===== config.mk =====
export PLATFORM = sky130hd
export DESIGN_NAME = mem_stage
export DESIGN_NICKNAME = d
export VERILOG_FILES = /design/src/rtl/mem_stage.sv
export SDC_FILE = /design/constraint.sdc
export NUM_CORES = 1
export LEC_CHECK = 0
export BUFFER_PORTS_ARGS = -buffer_cell sky130_fd_sc_hd__clkbuf_2
export CAP_MARGIN = 15
export CELL_PAD_IN_SITES_DETAIL_PLACEMENT = 1
export CELL_PAD_IN_SITES_GLOBAL_PLACEMENT = 1
export CORE_UTILIZATION = 35
export DETAILED_ROUTE_END_ITERATION = 7
export PLACE_DENSITY = 0.86
export SLEW_MARGIN = 15
export SYNTH_ARGS = -nofsm -noshare
export SYNTH_HDL_FRONTEND = slang
export SYNTH_SLANG_ARGS = --single-unit
export TNS_END_PERCENT = 50

===== constraint.sdc =====
create_clock -name clk -period 2.2 [get_ports clk]
set_clock_uncertainty 0.1 [all_clocks]
set_input_delay 0.22 -clock clk [delete_from_list [all_inputs] [get_ports clk]]
set_output_delay 0.22 -clock clk [all_outputs]
set_load 0.02 [all_outputs]

===== src/rtl/mem_stage.sv =====
// rtl/mem_stage.sv - memory-access pipeline stage between EX and WB
//
// Purpose: registers the instruction leaving EX, runs LOAD/STORE accesses over
// a req/ack data bus with byte lanes and sign/zero extension, stalls upstream
// while an access waits for ack, and drives the writeback register pair.
//
// Ports:
//   clk, reset           clock, synchronous active-high reset
//   opcode_EX/funct3_EX  instruction class and width/sign select from EX
//   rd_EX/res_EX/x2_EX   destination, result-or-address, store data from EX
//   trap_EX              EX trap: the instruction enters MEM as a bubble
//   stall                freeze upstream stages while an access is waiting
//   d_req/d_we/d_addr/d_be/d_wdata   data bus request (held during ACCESS)
//   d_ack/d_rdata        data bus completion and read data (same cycle)
//   misalign             one-cycle pulse for a dropped misaligned H/W access
//   rd_MEM/res_MEM       MEM register view for EX forwarding
//   rd_WB/res_WB         writeback register pair
module mem_stage #(
    parameter logic [6:0] LOAD_OPC  = 7'b0000011,
    parameter logic [6:0] STORE_OPC = 7'b0100011
) (
    input  logic        clk,
    input  logic        reset,
    input  logic [6:0]  opcode_EX,
    input  logic [2:0]  funct3_EX,
    input  logic [4:0]  rd_EX,
    input  logic [31:0] res_EX,
    input  logic [31:0] x2_EX,
    input  logic        trap_EX,
    output logic        stall,
    output logic        d_req,
    output logic        d_we,
    output logic [31:0] d_addr,
    output logic [3:0]  d_be,
    output logic [31:0] d_wdata,
    input  logic        d_ack,
    input  logic [31:0] d_rdata,
    output logic        misalign,
    output logic [4:0]  rd_MEM,
    output logic [31:0] res_MEM,
    output logic [4:0]  rd_WB,
    output logic [31:0] res_WB
);

    typedef enum logic {IDLE, ACCESS} state_t;

    state_t      state_q;
    logic        m_load_q;
    logic        m_mem_q;
    logic [2:0]  m_f3_q;
    logic [4:0]  m_rd_q;
    logic [31:0] m_res_q;
    logic [4:0]  rd_mem_q;
    logic        misalign_q;
    logic        d_req_q;
    logic        d_we_q;
    logic [31:0] d_addr_q;
    logic [3:0]  d_be_q;
    logic [31:0] d_wdata_q;
    logic [4:0]  rd_wb_q;
    logic [31:0] res_wb_q;

    // EX-side decode; a trapped instruction is never treated as a memory op
    logic        ex_load;
    logic        ex_store;
    logic        ex_mem;
    logic [1:0]  ex_a;
    logic        ex_misal;
    logic        ex_access;
    logic [3:0]  ex_be_d;
    logic [31:0] ex_wdata_d;
    logic [31:0] lane;
    logic [31:0] ld_ext;

    assign ex_load  = ~trap_EX & (opcode_EX == LOAD_OPC);
    assign ex_store = ~trap_EX & (opcode_EX == STORE_OPC);
    assign ex_mem   = ex_load | ex_store;
    assign ex_a     = res_EX[1:0];

    // funct3[1:0]: 00 byte, 01 half, anything else is a word access
    assign ex_misal  = ex_mem & (((funct3_EX[1:0] == 2'b01) & ex_a[0]) |
                                 (funct3_EX[1] & (ex_a != 2'b00)));
    assign ex_access = ex_mem & ~ex_misal;

    always_comb begin
        ex_be_d    = 4'b1111;
        ex_wdata_d = x2_EX;
        case (funct3_EX[1:0])
            2'b00: begin
                ex_be_d    = 4'b0001 << ex_a;
                ex_wdata_d = {4{x2_EX[7:0]}};
            end
            2'b01: begin
                ex_be_d    = ex_a[1] ? 4'b1100 : 4'b0011;
                ex_wdata_d = {2{x2_EX[15:0]}};
            end
            default: begin
                ex_be_d    = 4'b1111;
                ex_wdata_d = x2_EX;
            end
        endcase
    end

    // Read data: shift the addressed lane down to bit 0, then extend
    assign lane = d_rdata >> {m_res_q[1:0], 3'b000};

    always_comb begin
        ld_ext = d_rdata;
        case (m_f3_q)
            3'b000:  ld_ext = {{24{lane[7]}}, lane[7:0]};
            3'b001:  ld_ext = {{16{lane[15]}}, lane[15:0]};
            3'b100:  ld_ext = {24'd0, lane[7:0]};
            3'b101:  ld_ext = {16'd0, lane[15:0]};
            default: ld_ext = d_rdata;
        endcase
    end

    // A zero-wait ack never stalls; each missing ack cycle costs one stall
    assign stall = (state_q == ACCESS) & ~d_ack;

    always_ff @(posedge clk) begin
        if (reset) begin
            state_q    <= IDLE;
            m_load_q   <= 1'b0;
            m_mem_q    <= 1'b0;
            m_f3_q     <= 3'd0;
            m_rd_q     <= 5'd0;
            m_res_q    <= 32'd0;
            rd_mem_q   <= 5'd0;
            misalign_q <= 1'b0;
            d_req_q    <= 1'b0;
            d_we_q     <= 1'b0;
            d_addr_q   <= 32'd0;
            d_be_q     <= 4'd0;
            d_wdata_q  <= 32'd0;
            rd_wb_q    <= 5'd0;
            res_wb_q   <= 32'd0;
        end else if (!stall) begin
            // Retire the instruction currently in MEM into WB
            if (state_q == ACCESS) begin
                // Not stalled in ACCESS means d_ack is high this cycle
                if (m_load_q) begin
                    rd_wb_q  <= m_rd_q;
                    res_wb_q <= ld_ext;
                end else begin
                    rd_wb_q  <= 5'd0;
                end
            end else if (m_mem_q) begin
                // Misaligned access reached here without a bus cycle
                rd_wb_q <= 5'd0;
            end else begin
                rd_wb_q  <= m_rd_q;
                res_wb_q <= m_res_q;
            end

            // Capture the next instruction from EX
            m_load_q   <= ex_load;
            m_mem_q    <= ex_mem;
            m_f3_q     <= funct3_EX;
            m_rd_q     <= trap_EX ? 5'd0 : rd_EX;
            m_res_q    <= trap_EX ? 32'd0 : res_EX;
            // Addresses must never be forwarded as results
            rd_mem_q   <= (trap_EX | ex_mem) ? 5'd0 : rd_EX;
            misalign_q <= ex_misal;
            state_q    <= ex_access ? ACCESS : IDLE;
            d_req_q    <= ex_access;
            d_we_q     <= ex_access & ex_store;
            d_addr_q   <= ex_access ? {res_EX[31:2], 2'b00} : 32'd0;
            d_be_q     <= ex_access ? ex_be_d : 4'd0;
            d_wdata_q  <= ex_access ? ex_wdata_d : 32'd0;
        end else begin
            // Waiting on the bus: hold MEM and the request, keep WB empty
            rd_wb_q    <= 5'd0;
            misalign_q <= 1'b0;
        end
    end

    assign d_req    = d_req_q;
    assign d_we     = d_we_q;
    assign d_addr   = d_addr_q;
    assign d_be     = d_be_q;
    assign d_wdata  = d_wdata_q;
    assign misalign = misalign_q;
    assign rd_MEM   = rd_mem_q;
    assign res_MEM  = m_res_q;
    assign rd_WB    = rd_wb_q;
    assign res_WB   = res_wb_q;

endmodule


==> results by stage <==
Outcome:
- The run finished with clean final reports.

Timing:
- Setup violations remaining at the end of the flow were counted as 0.
- The worst-case setup margin in the final layout is 126 ps.
- In the finished design, the share of the clock period the worst path needs comes to 94.3%.
- For this run, the top clock speed supported by timing is 0.482 GHz.
- The worst hold slack is 26.2 ps.
- Setup repair after global routing left no endpoint under its margin.
- In this run the tightest slew margin relative to its limit is 55.6%.
- At the pin with the least slew margin, the transition time is 666 ps.
- The final total negative setup slack is 0 ps.
- The time the final worst path needs with I/O delays and setup is 2070 ps.
- The count of pins over their slew limit was 0.
- The number of hold violations in the final report is 0.

Clock tree:
- The clock passes through at most 2 buffers.
- After clock tree synthesis, the setup repair step added 0 buffers.
- In this run the clock root is driven by a sky130_fd_sc_hd__clkbuf_16.
- In this run, post-CTS repair resized a total of 0 instances.
- The total number of clock tree sinks is 153.
- The clock latency at the later pin of the worst-skew pair is 410 ps.
- TritonCTS built the clock tree.
- The cts-stage hold buffer count is 60.
- The clock input transition at the sequential cells of the worst setup and hold paths is 70 ps.
- The number of CTS-inserted buffers is 17.
- The H-tree level count is 4.

Synth:
- Counting instances in the post-synthesis netlist gives the leading cell types as 153 x sky130_fd_sc_hd__dfxtp_1, 76 x sky130_fd_sc_hd__a22o_1, 72 x sky130_fd_sc_hd__nor2_1, 54 x sky130_fd_sc_hd__nand2_1, 39 x sky130_fd_sc_hd__a21oi_1.
- The number of distinct standard cells referenced by the synthesized netlist is 48.
- Dividing the synthesized area by the synthesized cell count gives 9.90 sq um.
- The synthesized design spends more area on one cell type than any other, namely sky130_fd_sc_hd__dfxtp_1.
- The number of enable flip-flop cells after synthesis is 0.
- Summing the sequential cell areas from Yosys gives 49.0% of the chip area.
- Summed over its instances, the top area cell type makes up 49.0% of the synthesized netlist area.
- In the post-synthesis netlist, the biggest area contributors are sky130_fd_sc_hd__dfxtp_1 49%, sky130_fd_sc_hd__a22o_1 11%, sky130_fd_sc_hd__mux2i_1 5.8%.
- In the synthesized netlist the async set-or-reset flop fraction comes to 0%.
- The synthesized cell area is 6260 sq um.
- The most used flip-flop cell after synthesis is sky130_fd_sc_hd__dfxtp_1.
- sky130_fd_sc_hd__dfxtp_1 is the most common cell in the netlist.
- In the synthesized netlist, the number of instances is 632.
- The number of warning messages in the yosys log is 0.
- In this run, synthesis produced a sequential element count of 153.

Layout:
- The filler cells instantiated in the layout total 1998.
- The diode insertion count for antenna repair is 0.
- Cells with a size suffix above 1 make up 34.7% of the layout.
- The final net count is 1049.
- The area of combinational cells with multiple inputs is 2920 sq um.
- The footprint of the flip-flops and latches is 3060 sq um.
- The area overhead of the layout relative to synthesis is 43.6%.

Setup path:
- The critical path goes through buf_4 > nor2b_1 > nand2_1 > a31oi_2 > buf_12 > a2111oi_0.
- The worst setup path is launched from a register.
- The launch instance of the worst register-to-register path is res_MEM[1].
- The required arrival time at the worst endpoint is 2360 ps.
- The classification of the worst setup path is register to register.
- Tracing the worst setup path back leads to its startpoint at res_MEM[1].
- The slowest stage cell on the critical path is sky130_fd_sc_hd__dfxtp_1.
- The largest incremental delay on the critical path is 470 ps.
- Together, buffers and inverters on the worst path number 2.
- The maximum fanout along the worst path is 24.
- The data arrival time of the critical path is 2230 ps.
- The kind of cell with the highest combined delay along the critical path is compound AO/OA/AOI/OAI gates.
- The capturing element type of the critical path is a register.

Die:
- The floorplan has 48 rows.
- The overall die height is 136 microns.
- In this run the horizontal extent of the chip is 136 microns.
- The area of the placeable core is 17400 sq um.
- 261 I/O pins were placed.
- The starting utilization of the core area is 36.1%.
- The floorplan step defined a die boundary enclosing 18400 sq um.

Placement:
- The congestion estimate from routability-driven global placement came to 0.857.
- The number of port buffers is 258.
- The worst setup slack after placement is 236 ps.
- The HPWL after detailed placement is 17.0 mm.

Run:
- Max-cap violations in this run came to 0.

Detailed routing:
- The detailed-route wire length per cell is 21.4 microns.
- The routed via count divided by cell count is 5.45.
- The count of nets left with antenna violations once routing finished came out at 0.
- The highest routed metal layer is met4.
- The first routing iteration left 443 violations.
- For this run, the detailed router's first-pass iteration total came to 6.
- The total met2 wirelength after detailed routing is 12.0 mm.
- Detailed routing placed a total of 1.68 mm of wire on met3.
- Summed over all layers, the routed wires come to 25.0 mm.
- The number of remaining DRC errors is 0.
- The number of vias after detailed routing is 6380.
- The wire length on met1 is 10.5 mm.

GRT:
- The pin count of the biggest net entering global routing is 42.
- The global-route wire length before repair is 37.7 mm.
- The initial antenna violation count is 0.
- After global routing the overflow that remains totals 0.
- Global routing used 27.0% of the available tracks.
- The number of global-route vias before repair is 6665.

Hold path:
- The origin of the worst min-delay path is x2_EX[11].
- The classification of the worst-slack hold path is input port to register.

Power and ir drop:
- Power spread over the standard cell area amounts to 736 nW/um^2.
- The leakage power is 0.00405 uW.
- The highest ir drop seen on vdd is 0.570 mV.
==> layout by cell type (no fill, tap or decap), types with 3 or more instances in the layout <==
cell	netlist	routed
sky130_fd_sc_hd__clkinvlp_4	0	4
sky130_fd_sc_hd__mux2i_1	36	36
sky130_fd_sc_hd__buf_4	3	17
sky130_fd_sc_hd__dfxtp_1	153	153
sky130_fd_sc_hd__inv_1	3	3
sky130_fd_sc_hd__clkbuf_16	0	17
sky130_fd_sc_hd__nor2_1	72	71
sky130_fd_sc_hd__o21ai_0	29	29
sky130_fd_sc_hd__clkbuf_2	1	258
sky130_fd_sc_hd__a2111oi_4	10	10
sky130_fd_sc_hd__nand3_1	3	3
sky130_fd_sc_hd__nand2b_1	8	8
sky130_fd_sc_hd__a32o_1	6	6
sky130_fd_sc_hd__clkinv_2	0	4
sky130_fd_sc_hd__nor3_1	9	9
sky130_fd_sc_hd__a311oi_1	5	5
sky130_fd_sc_hd__and3_1	8	8
sky130_fd_sc_hd__a2111oi_0	6	6
sky130_fd_sc_hd__dlygate4sd3_1	0	60
sky130_fd_sc_hd__o2bb2ai_1	8	8
sky130_fd_sc_hd__o221ai_1	8	8
sky130_fd_sc_hd__buf_12	0	4
sky130_fd_sc_hd__a21oi_1	39	39
sky130_fd_sc_hd__nand2_1	54	54
sky130_fd_sc_hd__bufinv_16	0	4
sky130_fd_sc_hd__o211ai_1	7	7
sky130_fd_sc_hd__nor2b_1	10	10
sky130_fd_sc_hd__a22o_1	76	76
==> final timing paths <==
check                      to  slack [ps]  cells after the start
setup / recovery   res_WB[18]         130                      6
hold / removal    d_wdata[11]          30                      3
setup reg to reg   res_WB[18]         130                      6
hold reg to reg    d_wdata[8]         350                      2
==> registers in the layout, summed over array words and instances (netlist names) <==
name and count:
d_wdata 32, res_MEM 32, res_WB 32, d_addr 30
m_rd_q 5, rd_MEM 5, rd_WB 5, d_be 4
m_f3_q 3, d_we 1, m_load_q 1, m_mem_q 1
misalign 1, state_q 1
==> worst reg2reg max path, cell delays in order, from the launching register on <==
cell and delay (ps):
sky130_fd_sc_hd__dfxtp_1 470, sky130_fd_sc_hd__buf_4 350, sky130_fd_sc_hd__nor2b_1 120, sky130_fd_sc_hd__nand2_1 100, sky130_fd_sc_hd__a31oi_2 110, sky130_fd_sc_hd__buf_12 190, sky130_fd_sc_hd__a2111oi_0 480
==> routing by layer <==
| layer | vias to the layer above | GRT usage, % |
|---|---|---|
| li1 | 2918 | - |
| met1 | 3146 | 33.4 |
| met2 | 271 | 44.7 |
| met3 | 45 | 6.25 |
| met4 | 0 | 11.4 |
| met5 | - | 0 |
==> power by group <==
part | internal [uW] | leakage [uW] | total (uW) | switching, uW
sequential | 2830 | 0.00124 | 2880 | 55.5
combinational | 295 | 0.00252 | 671 | 376
clock | 1890 | 0.000288 | 3060 | 1180
total | 5010 | 0.00405 | 6610 | 1610
==> metrics by stage <==
stage                     area (sq um)  power [uW]  std cells  utilization, %
after floorplan                   6260        3220        633               -
final                             8990        6610       1171            51.8
after detailed placement          7780        3500       1080            44.8
after global placement            7780        3490       1080            44.8
after global routing              8990        6830       1171            51.8
after CTS                         8990        6640       1171            51.8
==> area by class of cell <==
type / instances / share of cell area (%)
flip-flops and latches: 153 / 34.1
multi-input cells: 419 / 32.5
repair buffers: 339 / 23.4
clock buffers: 18 / 4.78
well taps: 225 / 3.13
clock inverters: 13 / 1.99
inverters: 4 / 0.167
==> kinds of logic after synthesis <==
| family | Yosys count | share of synthesized area [%] |
|---|---|---|
| buf+inv | 61 | 4.68 |
| mux | 37 | 6.12 |
| other cells | 1 | 0.0599 |
| compound gates | 205 | 27.6 |
| simple gates | 175 | 12.6 |
| flops | 153 | 49.0 |
(Power assumes the default switching activity.)
